### config.mk
export PLATFORM = sky130hd
export DESIGN_NAME = y86_mem_arbiter
export DESIGN_NICKNAME = d
export VERILOG_FILES = /design/src/rtl/y86_bus_pkg.sv /design/src/rtl/y86_arb_rr2.sv /design/src/rtl/y86_mem_arbiter.sv
export SDC_FILE = /design/constraint.sdc
export NUM_CORES = 1
export LEC_CHECK = 0
export BUFFER_PORTS_ARGS = -buffer_cell sky130_fd_sc_hd__clkbuf_2
export CAP_MARGIN = 5
export CORE_AREA = 2 2 115 117
export CTS_CLUSTER_SIZE = 20
export DETAILED_ROUTE_END_ITERATION = 12
export DIE_AREA = 0 0 117 119
export PLACE_DENSITY_LB_ADDON = 0.15
export SETUP_SLACK_MARGIN = 0.1
export SLEW_MARGIN = 20
export SYNTH_ARGS = -nofsm -noshare
export SYNTH_HDL_FRONTEND = slang
export SYNTH_SLANG_ARGS = --single-unit
### constraint.sdc
create_clock -name clk -period 2.32 [get_ports clk]
set_input_delay 0.232 -clock clk [delete_from_list [all_inputs] [get_ports clk]]
set_output_delay 0.232 -clock clk [all_outputs]
set_load 0.02 [all_outputs]
### src/rtl/y86_bus_pkg.sv
// Shared types and constants for the y86 memory arbiter.
// Bus width, FSM states, grant encoding and abort data.
package y86_bus_pkg;

   localparam int BUS_W = 32;

   localparam logic [BUS_W-1:0] ERR_DATA_DEFAULT = 32'hDEADBEEF;

   typedef enum logic [1:0] {
      IDLE,
      BUSY_CPU,
      BUSY_HOST
   } state_t;

   typedef enum logic {
      GNT_CPU,
      GNT_HOST
   } grant_t;

endpackage

### src/rtl/y86_arb_rr2.sv
// Two-way round-robin picker, purely combinational.
// req[0]/grant[0] is the CPU, req[1]/grant[1] the host.
module y86_arb_rr2
   import y86_bus_pkg::*;
(
   input  logic [1:0] req,
   input  grant_t     last_grant,
   output logic [1:0] grant
);

   // On a tie the requester that did not win last time goes first
   always_comb begin
      grant = 2'b00;
      unique case (1'b1)
         (req == 2'b11): grant = (last_grant == GNT_HOST) ? 2'b01 : 2'b10;
         (req == 2'b01): grant = 2'b01;
         (req == 2'b10): grant = 2'b10;
         default:        grant = 2'b00;
      endcase
   end

endmodule

### src/rtl/y86_mem_arbiter.sv
// Shares one memory port between the y86 core and a host port.
// Round-robin grant, registered memory side, per-transfer timeout.
module y86_mem_arbiter
   import y86_bus_pkg::*;
#(
   parameter int               TIMEOUT  = 16,
   parameter logic [BUS_W-1:0] ERR_DATA = ERR_DATA_DEFAULT
) (
   input  logic             clk,
   input  logic             rst,
   input  logic [BUS_W-1:0] cpu_A,
   input  logic             cpu_RE,
   input  logic             cpu_WE,
   input  logic [BUS_W-1:0] cpu_wdata,
   output logic [BUS_W-1:0] cpu_rdata,
   output logic             cpu_stall,
   input  logic             host_req,
   input  logic             host_we,
   input  logic [BUS_W-1:0] host_addr,
   input  logic [BUS_W-1:0] host_wdata,
   output logic [BUS_W-1:0] host_rdata,
   output logic             host_ack,
   output logic             mem_req,
   output logic             mem_we,
   output logic [BUS_W-1:0] mem_addr,
   output logic [BUS_W-1:0] mem_wdata,
   input  logic [BUS_W-1:0] mem_rdata,
   input  logic             mem_ack,
   output logic             err
);

   localparam int CW = $clog2(TIMEOUT);
   localparam logic [CW-1:0] LAST = CW'(TIMEOUT - 1);

   state_t        state_q, state_d;
   grant_t        last_grant;
   logic [CW-1:0] cnt;
   logic          cpu_done;
   logic          cpu_req;
   logic [1:0]    req, gnt;
   logic          start, ack_ok, abort;

   assign cpu_req = cpu_RE | cpu_WE;

   // A requester whose completion is being delivered this cycle
   // is still holding its request; mask it so it is not re-granted.
   assign req = {host_req & ~host_ack, cpu_req & ~cpu_done};

   assign cpu_stall = cpu_req & ~cpu_done;

   y86_arb_rr2 u_rr (
      .req        (req),
      .last_grant (last_grant),
      .grant      (gnt)
   );

   // State register
   always_ff @(posedge clk) begin
      if (rst) state_q <= IDLE;
      else     state_q <= state_d;
   end

   // Next state: grant from IDLE, leave BUSY on ack or timeout
   always_comb begin
      state_d = state_q;
      start   = 1'b0;
      ack_ok  = 1'b0;
      abort   = 1'b0;
      unique case (state_q)
         IDLE: begin
            if (gnt[0]) begin
               start   = 1'b1;
               state_d = BUSY_CPU;
            end else if (gnt[1]) begin
               start   = 1'b1;
               state_d = BUSY_HOST;
            end
         end
         BUSY_CPU, BUSY_HOST: begin
            if (mem_ack) begin
               ack_ok  = 1'b1;
               state_d = IDLE;
            end else if (cnt == LAST) begin
               abort   = 1'b1;
               state_d = IDLE;
            end
         end
         default: state_d = IDLE;
      endcase
   end

   // Memory-side registers, completion pulses and timeout counter
   always_ff @(posedge clk) begin
      if (rst) begin
         mem_req    <= 1'b0;
         mem_we     <= 1'b0;
         mem_addr   <= '0;
         mem_wdata  <= '0;
         cpu_rdata  <= '0;
         host_rdata <= '0;
         host_ack   <= 1'b0;
         err        <= 1'b0;
         cpu_done   <= 1'b0;
         last_grant <= GNT_HOST;
         cnt        <= '0;
      end else begin
         err      <= 1'b0;
         host_ack <= 1'b0;
         cpu_done <= 1'b0;
         if (start) begin
            mem_req <= 1'b1;
            cnt     <= '0;
            if (gnt[0]) begin
               last_grant <= GNT_CPU;
               mem_addr   <= cpu_A;
               mem_we     <= cpu_WE;
               mem_wdata  <= cpu_wdata;
               err        <= cpu_RE & cpu_WE;
            end else begin
               last_grant <= GNT_HOST;
               mem_addr   <= host_addr;
               mem_we     <= host_we;
               mem_wdata  <= host_wdata;
            end
         end else if (ack_ok || abort) begin
            mem_req <= 1'b0;
            err     <= abort;
            if (state_q == BUSY_CPU) begin
               cpu_done <= 1'b1;
               if (!mem_we)
                  cpu_rdata <= ack_ok ? mem_rdata : ERR_DATA;
            end else begin
               host_ack <= 1'b1;
               if (!mem_we)
                  host_rdata <= ack_ok ? mem_rdata : ERR_DATA;
            end
         end else if (state_q != IDLE) begin
            cnt <= cnt + CW'(1);
         end
      end
   end

endmodule

==> results.ini <==
[clocking]
cts_buffers = 17
root_buffer = clkbuf_16
cts.clk_slew.worst_paths_ns = 0.06
clkLatencyLatePin_ns = 0.41
cts_tree = built
clkSinkCount = 140
cts_buffer_depth = 2
cts-htree-levels = 4
ctsResizeCount = 0
post_cts_buffers = 0
hold_buffers = 0

[power]
ir_drop_v = 0.0005246
p_switching_mw = 2.003
p_int_mw = 4.884
power_frac_clock_pct = 37.5
swShare_pct = 29.08
pwr_density_cell_mw_per_mm2 = 886.9
p_leak_nw = 3.992
power_frac_comb_pct = 22.5
p_seq_share_pct = 40.0

[floorplan]
core.rowCount = 42
initial_core_util_pct = 43.61
io_pins = 300
die_x_um = 117
die-area_mm2 = 0.01392
core_region_area_mm2 = 0.01287
fp.dieH_um = 119

[worst_setup_path]
end_kind = register
critPathRequiredTime_ns = 2.59
start_kind = register
worstPathArrival_ns = 2.37
critPathMaxFanout = 32
crit_type = register to register

[global_route]
grt_overflow = 0
grt_pass1_vias = 5083
track_usage_pct = 23.18
antenna_found_initial = 0
grt_start_max_net_pins = 116
grt_pass1_wl_um = 25000

[sta]
tightest_slew_ns = 0.8880
slew_headroom_pct = 40.80
slew_viol_final = 0
fin_setup_tns_ns = 0
finalWorstSetupSlack_ns = 0.2216
setup_viol_count_final = 0
hold_viol_final = 0
finalWorstPathRequiredPeriod_ns = 2.098
rsz0062_at_grt = false
finClkSkew_ns = 0.008496
post-route-period-util_pct = 90.45
max_freq_ghz = 0.4765

[yosys]
synth_area_mm2 = 0.005614
syn_inst = 533
synth_edf_count = 0
syn_nets = 703
synth.most_common_cell = dfxtp_1
avgSynthCellArea_um2 = 10.53
synth_commonest_cells = 140 x dfxtp_1, 73 x nor2_1, 66 x mux2i_1, 66 x nand2b_1, 64 x a222oi_1
yosysSeqAreaShare_pct = 49.92
synth_top_area_share_pct = 49.92
ys_ff_latch = 140
synth_warnings = 0
synth_cell_type_count = 32
synthArstFlopShare_pct = 0
synth.area.top_cells = dfxtp_1 50%, mux2i_1 12%, a222oi_1 11%, nand2b_1 7.4%, nor2_1 4.9%
synth_area_leader_cell = dfxtp_1
synth_flop_cell = dfxtp_1

[detailed_routing]
dr.pass1.iters = 8
drc = 0
drt-wirelength-per-cell_um = 16.58
vias = 5204
vias_per_cell = 5.225
drtIter0Drc = 420
ant_nets = 0
drt-total-wl_um = 16510

[status]
outcome = completed

[final_layout]
antennaDiodeCount = 0
syn2layout_area_growth_pct = 38.31
nNetsFinal = 979
drive_above_1_share_pct = 41.83
final_area_mm2 = 0.007765

[placement]
place_congestion = 0.8041
place_ws_ns = 0.2183
io_buffer_count = 299
dp_hpwl_um = 11990
dpl_cell_area_mm2 = 0.007197

[run]
cap_violations = 0

[hold_path]
min_path_type = input port to register

-- metal layers --
metal  routed length [um]  GRT usage (%)  vias to the layer above
met1                 6337          25.85                     2424
met5                    0              0                        -
met4                  573          11.69                        0
met2                 8086          37.86                      230
li1                     -              -                     2517
met3                 1514          9.211                       33
-- flip-flops by register name (all words and copies together) (netlist names) --
signal / count
cpu_rdata: 32
host_rdata: 32
mem_addr: 32
mem_wdata: 32
cnt: 4
state_q: 2
cpu_done: 1
err: 1
host_ack: 1
last_grant: 1
mem_req: 1
mem_we: 1
-- through the flow --
| stage | std cells | hold WS (ns) | util (%) | power [mW] |
|---|---|---|---|---|
| 3_3_place_gp | 966 | 0.4600 | 55.90 | 4.309 |
| 4_1_cts | 996 | 0.04066 | 60.31 | 6.962 |
| 5_1_grt | 996 | 0.05141 | 60.31 | 7.201 |
| 6_report | 996 | 0.06053 | 60.31 | 6.887 |
| 3_5_place_dp | 966 | 0.4671 | 55.90 | 4.355 |
| 2_1_floorplan | 533 | 0.3824 | - | 3.763 |
-- cell usage in the layout (no fill, tap or decap), drive strengths merged, types with 3 or more instances in the layout --
cell    count
clkinv      3
a222oi     64
nand2       3
o21bai     26
inv         4
nor2       73
a211oi      3
a21oi       5
clkbuf    321
dfxtp     140
nand2b     66
mux2i      66
nand3b     10
ha          3
buf         9
nand3       4
-- power groups by stage --
stage | Clock (mW) | Sequential, mW | Combinational, mW
2_1_floorplan | 0 | 3.04 | 0.723
3_3_place_gp | 0 | 2.79 | 1.52
3_5_place_dp | 0 | 2.80 | 1.55
4_1_cts | 2.66 | 2.75 | 1.55
5_1_grt | 2.76 | 2.78 | 1.67
6_report | 2.58 | 2.76 | 1.55
-- layout make-up --
type / count / area [um2]
multi-input cells: 339 / 2537
well taps: 176 / 220.2
inverters: 4 / 15.01
flip-flops and latches: 140 / 2803
clock buffers: 23 / 478.0
fillers: 1109 / 5110
repair buffers: 307 / 1622
clock inverters: 7 / 90.09
-- final timing paths --
check | startpoint | end | slack [ns] | depth (start not counted)
worst min register to register | cpu_rdata[31] | cpu_rdata[31] | 0.48 | 2
worst max register to register | state_q[0] | cpu_rdata[27] | 0.22 | 6
worst min-delay path | cpu_A[8] | mem_addr[8] | 0.06 | 3
worst max-delay path | state_q[0] | cpu_rdata[27] | 0.22 | 6
-- critical path, stage by stage, from the launching register on --
cell,delay (ns)
dfxtp_1,0.35
inv_1,0.05
ha_1,0.23
inv_1,0.18
a21oi_2,0.10
or4b_4,0.83
mux2i_1,0.21
-- logic make-up after synthesis --
kind of cell	synth area share (%)
AND/OR/NAND/NOR	15.18
flip-flops	49.92
AO/OA/AOI/OAI	16.92
multiplexers	11.77
buffers and inverters	5.237
adder cells (fa/ha/maj)	0.6687
XOR/XNOR	0.3121
(Power assumes the default switching activity.)
